<file path="config.mk">
export PLATFORM = sky130hd
export DESIGN_NAME = jt12_eg_gen
export DESIGN_NICKNAME = d
export VERILOG_FILES = /design/src/rtl/jt12_eg_gen.sv
export SDC_FILE = /design/constraint.sdc
export NUM_CORES = 1
export LEC_CHECK = 0
export ABC_AREA = 1
export CAP_MARGIN = 20
export CORE_ASPECT_RATIO = 0.9
export CORE_MARGIN = 8
export CORE_UTILIZATION = 60
export DETAILED_ROUTE_END_ITERATION = 6
export DONT_BUFFER_PORTS = 1
export PLACE_DENSITY = 0.76
export SLEW_MARGIN = 20
export SYNTH_ARGS = -nofsm -noshare
export SYNTH_HDL_FRONTEND = slang
export SYNTH_SLANG_ARGS = --single-unit
</file>
<file path="constraint.sdc">
create_clock -name clk -period 7.7 [get_ports clk]
set_input_delay 0.77 -clock clk [delete_from_list [all_inputs] [get_ports clk]]
set_output_delay 0.77 -clock clk [all_outputs]
set_load 0.01 [all_outputs]
</file>
<file path="src/rtl/jt12_eg_gen.sv">
// jt12_eg_gen: FM envelope generator (ADSR) with attenuation output.
// eg_pure is attenuation: 0 is loudest and 3FFh is silent.
// All state advances only on clk_en ticks.
// Optional SSG-EG behaviour is compiled in when JT12_EG_SSG_EN is defined.
// Without the macro, the ssg_* inputs are ignored and ssg_inv stays 0.
module jt12_eg_gen #(
   parameter int SLW = 4
) (
   input  logic           rst,
   input  logic           clk,
   input  logic           clk_en,
   input  logic           keyon,
   input  logic [4:0]     ar,
   input  logic [4:0]     d1r,
   input  logic [4:0]     d2r,
   input  logic [3:0]     rr,
   input  logic [SLW-1:0] sl,
   input  logic           ssg_en,
   input  logic           ssg_alt,
   input  logic           ssg_hold,
   output logic [9:0]     eg_pure,
   output logic           ssg_inv,
   output logic [2:0]     eg_state
);

   typedef enum logic [2:0] {
      ST_IDLE    = 3'd0,
      ST_ATTACK  = 3'd1,
      ST_DECAY   = 3'd2,
      ST_SUSTAIN = 3'd3,
      ST_RELEASE = 3'd4
   } eg_state_t;

   eg_state_t   state;
   logic [11:0] eg_cnt;
   logic        keyon_last;
   logic        key_rise;
   logic        key_fall;
   logic [5:0]  r6;
   logic [3:0]  rsel;
   logic [3:0]  shift;
   logic [3:0]  inc;
   logic [10:0] cnt_mask;
   logic        step_en;
   logic [9:0]  sl_thr;
   logic [5:0]  inc_eff;
   logic [10:0] add_sum;
   logic [9:0]  add_next;
   logic [10:0] att_sub;
   logic [9:0]  att_next;
   logic        ssg_boost;
   logic        ssg_freeze;
   logic        ssg_restart;
   logic        ssg_inv_load;

   // The state register doubles as the debug/status output.
   assign eg_state = state;

   // Key edges are judged against the level captured on the previous tick.
   assign key_rise = keyon & ~keyon_last;
   assign key_fall = ~keyon & keyon_last;

   // Select the 6-bit effective rate for the current phase. IDLE never moves.
   always_comb begin
      r6 = 6'd0;
      case (state)
         ST_ATTACK:  r6 = {ar, 1'b0};
         ST_DECAY:   r6 = {d1r, 1'b0};
         ST_SUSTAIN: r6 = {d2r, 1'b0};
         ST_RELEASE: r6 = {rr, 2'b10};
         default:    r6 = 6'd0;
      endcase
   end

   assign rsel = r6[5:2];

   // Low rates step only when the low bits of the tick counter are zero.
   // High rates step every tick and take a larger increment instead.
   always_comb begin
      shift = (rsel < 4'd11) ? (4'd11 - rsel) : 4'd0;
      case (rsel)
         4'd12:        inc = 4'd2;
         4'd13:        inc = 4'd4;
         4'd14, 4'd15: inc = 4'd8;
         default:      inc = 4'd1;
      endcase
   end

   assign cnt_mask = ~(11'h7FF << shift);
   assign step_en  = (r6 != 6'd0) && ((eg_cnt & {1'b0, cnt_mask}) == 12'd0);

   // The decay-to-sustain threshold is sl<<5. The all-ones level is
   // special-cased to 3E0h so that the top sustain level reaches near silence.
   always_comb begin
      sl_thr = 10'(sl) << 5;
      if (&sl) begin
         sl_thr = 10'h3E0;
      end
   end

   // Attack moves exponentially toward 0, so the step is scaled by the level.
   always_comb begin
      att_sub  = ({5'd0, eg_pure[9:4]} + 11'd1) * {7'd0, inc};
      att_next = (att_sub >= {1'b0, eg_pure}) ? 10'd0 : (eg_pure - att_sub[9:0]);
   end

   // Decay, sustain and release move linearly toward 3FFh and saturate there.
   always_comb begin
      inc_eff  = ssg_boost ? {inc, 2'b00} : {2'b00, inc};
      add_sum  = {1'b0, eg_pure} + {5'd0, inc_eff};
      add_next = add_sum[10] ? 10'h3FF : add_sum[9:0];
   end

`ifdef JT12_EG_SSG_EN
   // SSG-EG uses a quadrupled decay rate. Once the level crosses 200h, it
   // either loops back into attack or freezes at the current level.
   always_comb begin
      ssg_boost    = 1'b0;
      ssg_freeze   = 1'b0;
      ssg_restart  = 1'b0;
      ssg_inv_load = ssg_inv;
      if (ssg_en && (state == ST_DECAY || state == ST_SUSTAIN)) begin
         ssg_boost = 1'b1;
         if (eg_pure >= 10'h200) begin
            if (ssg_hold) begin
               ssg_freeze   = 1'b1;
               ssg_inv_load = ssg_alt;
            end else begin
               ssg_restart  = 1'b1;
               ssg_inv_load = ssg_inv ^ ssg_alt;
            end
         end
      end
   end
`else
   logic unused_ssg;
   assign unused_ssg   = ssg_en ^ ssg_alt ^ ssg_hold;
   assign ssg_boost    = 1'b0;
   assign ssg_freeze   = 1'b0;
   assign ssg_restart  = 1'b0;
   assign ssg_inv_load = 1'b0;
`endif

   // Envelope FSM. A key edge only changes state on its tick. Any other
   // tick applies one rate step. Phase exits are judged on the stepped value.
   always_ff @(posedge clk or posedge rst) begin
      if (rst) begin
         state      <= ST_IDLE;
         eg_pure    <= 10'h3FF;
         eg_cnt     <= 12'd0;
         keyon_last <= 1'b0;
         ssg_inv    <= 1'b0;
      end else if (clk_en) begin
         eg_cnt     <= eg_cnt + 12'd1;
         keyon_last <= keyon;
         if (key_rise) begin
            ssg_inv <= 1'b0;
            if (ar == 5'd31) begin
               eg_pure <= 10'd0;
               state   <= ST_DECAY;
            end else begin
               state   <= ST_ATTACK;
            end
         end else if (key_fall) begin
            ssg_inv <= 1'b0;
            state   <= ST_RELEASE;
         end else if (step_en) begin
            case (state)
               ST_ATTACK: begin
                  eg_pure <= att_next;
                  if (att_next == 10'd0) begin
                     state <= ST_DECAY;
                  end
               end
               ST_DECAY, ST_SUSTAIN: begin
                  if (ssg_freeze || ssg_restart) begin
                     ssg_inv <= ssg_inv_load;
                  end
                  if (ssg_restart) begin
                     state <= ST_ATTACK;
                  end else if (!ssg_freeze) begin
                     eg_pure <= add_next;
                     if (state == ST_DECAY && add_next >= sl_thr) begin
                        state <= ST_SUSTAIN;
                     end
                  end
               end
               ST_RELEASE: begin
                  eg_pure <= add_next;
                  if (add_next == 10'h3FF) begin
                     state <= ST_IDLE;
                  end
               end
               default: begin
                  state <= ST_IDLE;
               end
            endcase
         end
      end
   end

endmodule

</file>
==> impl_metrics.ini <==
[outcome]
status = finished, final reports clean

[sta]
setup-violations-final = 0
finalClockSkew_ps = 2.56
tns_ps = 0
finalCritPeriodShare = 0.834
post-route-min-period_ps = 6420
hold_viol = 0
rsz0062_at_grt = no
tightest_slew_ps = 1010
max_freq_mhz = 156
max_slew_margin = 0.322
slew_viol_final = 0

[placement]
hpwl_mm = 8.50
dpl_cell_area_sq_mm = 0.00415
port_buffers = 0
place_congestion = 0.938

[grt]
grt_antenna_before_repair = 0
grt_pass1_vias = 3658
grt_usage = 0.218
grt_pass1_wl_mm = 17.2
grt_max_degree = 26
grt_overflow = 0

[clock_network]
clock_latency_ps = 270
root_buffer = clkbuf_8
tritoncts = built
htree_levels = 1
numCtsBuffers = 3
clk_pin_slew_ps = 90
clock_path_buffers = 2
postCtsSetupBuffers = 0
hold_buffers = 0
cts-resized-gates = 0
cts_num_sinks = 25

[drt]
drc_errors = 0
via_count = 3895
drt_first_pass_iters = 5
vias_per_cell = 5.46
totalWireLength_mm = 10.1
first_iter_violations = 246
avgRoutedWirePerCell_um = 14.2
drtAntennaViolNets = 0

[finish]
areaGrowthSynthToFinish_pct = 1.85
nets = 713
fin_util = 0.635
n_antenna_cell = 0
drive_above_1_share = 0.122
final_area_sq_mm = 0.00420

[power]
p_per_area_mw_per_mm2 = 441
ir_drop_mv = 0.182
cellLeakagePower_nw = 2.35
p_int_mw = 0.743
power.switching_mw = 1.11
seqPwrFrac = 0.178
pwr-share-comb = 0.778
clock_power_share = 0.044
totalPowerFinal_mw = 1.85
swShare = 0.599

[run]
maxCapViolations = 0

[die]
core_area_sq_mm = 0.00662
start_util = 0.623
design.die.area_sq_mm = 0.00979
rows = 28
ios = 44
die_x_um = 103
die_h_um = 94.7

[setup_path]
r2r_start = eg_state[1]$_DFFE_PP0P_
crit_required_ps = 7870
criticalPathCategory = flop to flop
timing.reg2reg.setup_slack_ps = 1280
slowest_delay_ps = 700
r2r_end = eg_state[0]$_DFFE_PP0P_
critical_path.startpoint = eg_state[1]$_DFFE_PP0P_
r2r_cells = 35
endpoint_kind = flop
critPathSlowestCell = dfrtp_1
cp-start-kind = flop
arrival_ps = 6600
critPathCapture = eg_state[0]$_DFFE_PP0P_
crit_path_max_fanout = 11

[synthesis]
synth_nets = 719
synth.avg_cell_area_sq_um = 6.55
async_reset_ff_frac = 1.00
synth-seq-area-share = 0.155
netlist_area_sq_mm = 0.00413
synth_cell_types = 41
synthCells = 630
synth_edf_count = 0
ys.flop_type = dfrtp_1
synth-seq-cells = 25
synth_warnings = 0

[hold_path]
hold_class = input pin to async pin
-- through the flow --
stage / setup WS, ps / hold WS [ps] / std cells
after floorplan: 2430 / 467 / 630
after global placement: 1410 / 490 / 709
after detailed placement: 1360 / 495 / 709
after CTS: 1330 / 512 / 713
after global routing: 648 / 516 / 713
final: 1280 / 455 / 713
-- state kept, by name, indices dropped and copies added (netlist names) --
signal / count
keyon_last: 1
eg_pure: 10
eg_state: 3
eg_cnt: 11
-- worst max-delay path: cells and delay by family (launching register included) --
kind,cells,cell delay [ps]
flops,1,700
simple gates,18,2530
fa+ha+maj,4,1480
buf+inv,8,840
compound gates,4,540
xor+xnor,1,230
-- cells by family after synthesis --
family | count (synthesis) | synth area share
DFF | 25 | 0.155
adders and majority gates | 59 | 0.201
AOI/OAI and AO/OA | 72 | 0.109
xor gates and xnor gates | 20 | 0.0425
and+or+nand+nor | 315 | 0.354
buffers and inverters | 138 | 0.139
other | 1 | 0.000909
-- power groups by stage --
stage / registers (mW) / logic (mW) / clock network (mW)
3_5_place_dp: 0.332 / 1.41 / 0
2_1_floorplan: 0.276 / 1.17 / 0
4_1_cts: 0.331 / 1.42 / 0.0820
6_report: 0.330 / 1.44 / 0.0814
3_3_place_gp: 0.330 / 1.37 / 0
5_1_grt: 0.342 / 1.65 / 0.0865
-- Yosys cell counts (6+ instances only) --
cell	n	area (sq um)
o21ai_1	6	30.0
nand4_1	15	93.8
dfstp_2	10	263
inv_1	116	435
o21ai_2	11	96.3
fa_1	12	240
nor2_1	60	225
buf_6	6	67.6
o21ai_0	16	80.1
nor3_1	10	50.1
ha_1	47	588
nor2_2	10	62.6
nand3_1	49	245
xor2_1	16	140
nand2_2	13	81.3
a21oi_1	23	115
dfrtp_1	15	375
nand2_1	143	537
inv_2	9	33.8
-- layout make-up --
class | count | area (sq um)
inverters | 127 | 482
clock buffers | 3 | 41.3
multi-input cells | 467 | 2920
clock inverters | 1 | 5.00
well taps | 90 | 113
flip-flops and latches | 25 | 638
fillers | 623 | 2420
-- worst min-delay path by stage --
stage	start	endpoint	slack, ps
CTS	eg_cnt[9]$_DFFE_PP0P_	eg_cnt[9]$_DFFE_PP0P_	510
global route	rst	eg_cnt[0]$_DFFE_PP0P_	520
floorplan	eg_cnt[9]$_DFFE_PP0P_	eg_cnt[9]$_DFFE_PP0P_	470
detailed placement	eg_cnt[9]$_DFFE_PP0P_	eg_cnt[9]$_DFFE_PP0P_	490
finish	rst	eg_cnt[10]$_DFFE_PP0P_	460
global placement	eg_cnt[9]$_DFFE_PP0P_	eg_cnt[9]$_DFFE_PP0P_	490
-- routing by layer --
layer / track usage / wire [um] / vias up
li1: - / - / 1971
met1: 0.326 / 4940 / 1776
met2: 0.323 / 4300 / 140
met3: 0.0338 / 798 / 8
met4: 0.0337 / 80 / 0
met5: 0 / 0 / -
-- placed cells by master (no fill, tap or decap), types with 4 or more instances in the layout --
master and n:
a21oi_1 23, dfrtp_1 15, dfstp_2 10, fa_1 12
ha_1 47, inv_1 115, inv_2 9, nand2_1 143
nand2_2 13, nand3_1 49, nand3_2 5, nand4_1 15
nor2_1 60, nor2_2 10, nor3_1 10, o21ai_0 16
o21ai_1 6, o21ai_2 10, xnor2_1 4, xor2_1 16
Power figures use the tool's default switching activity.
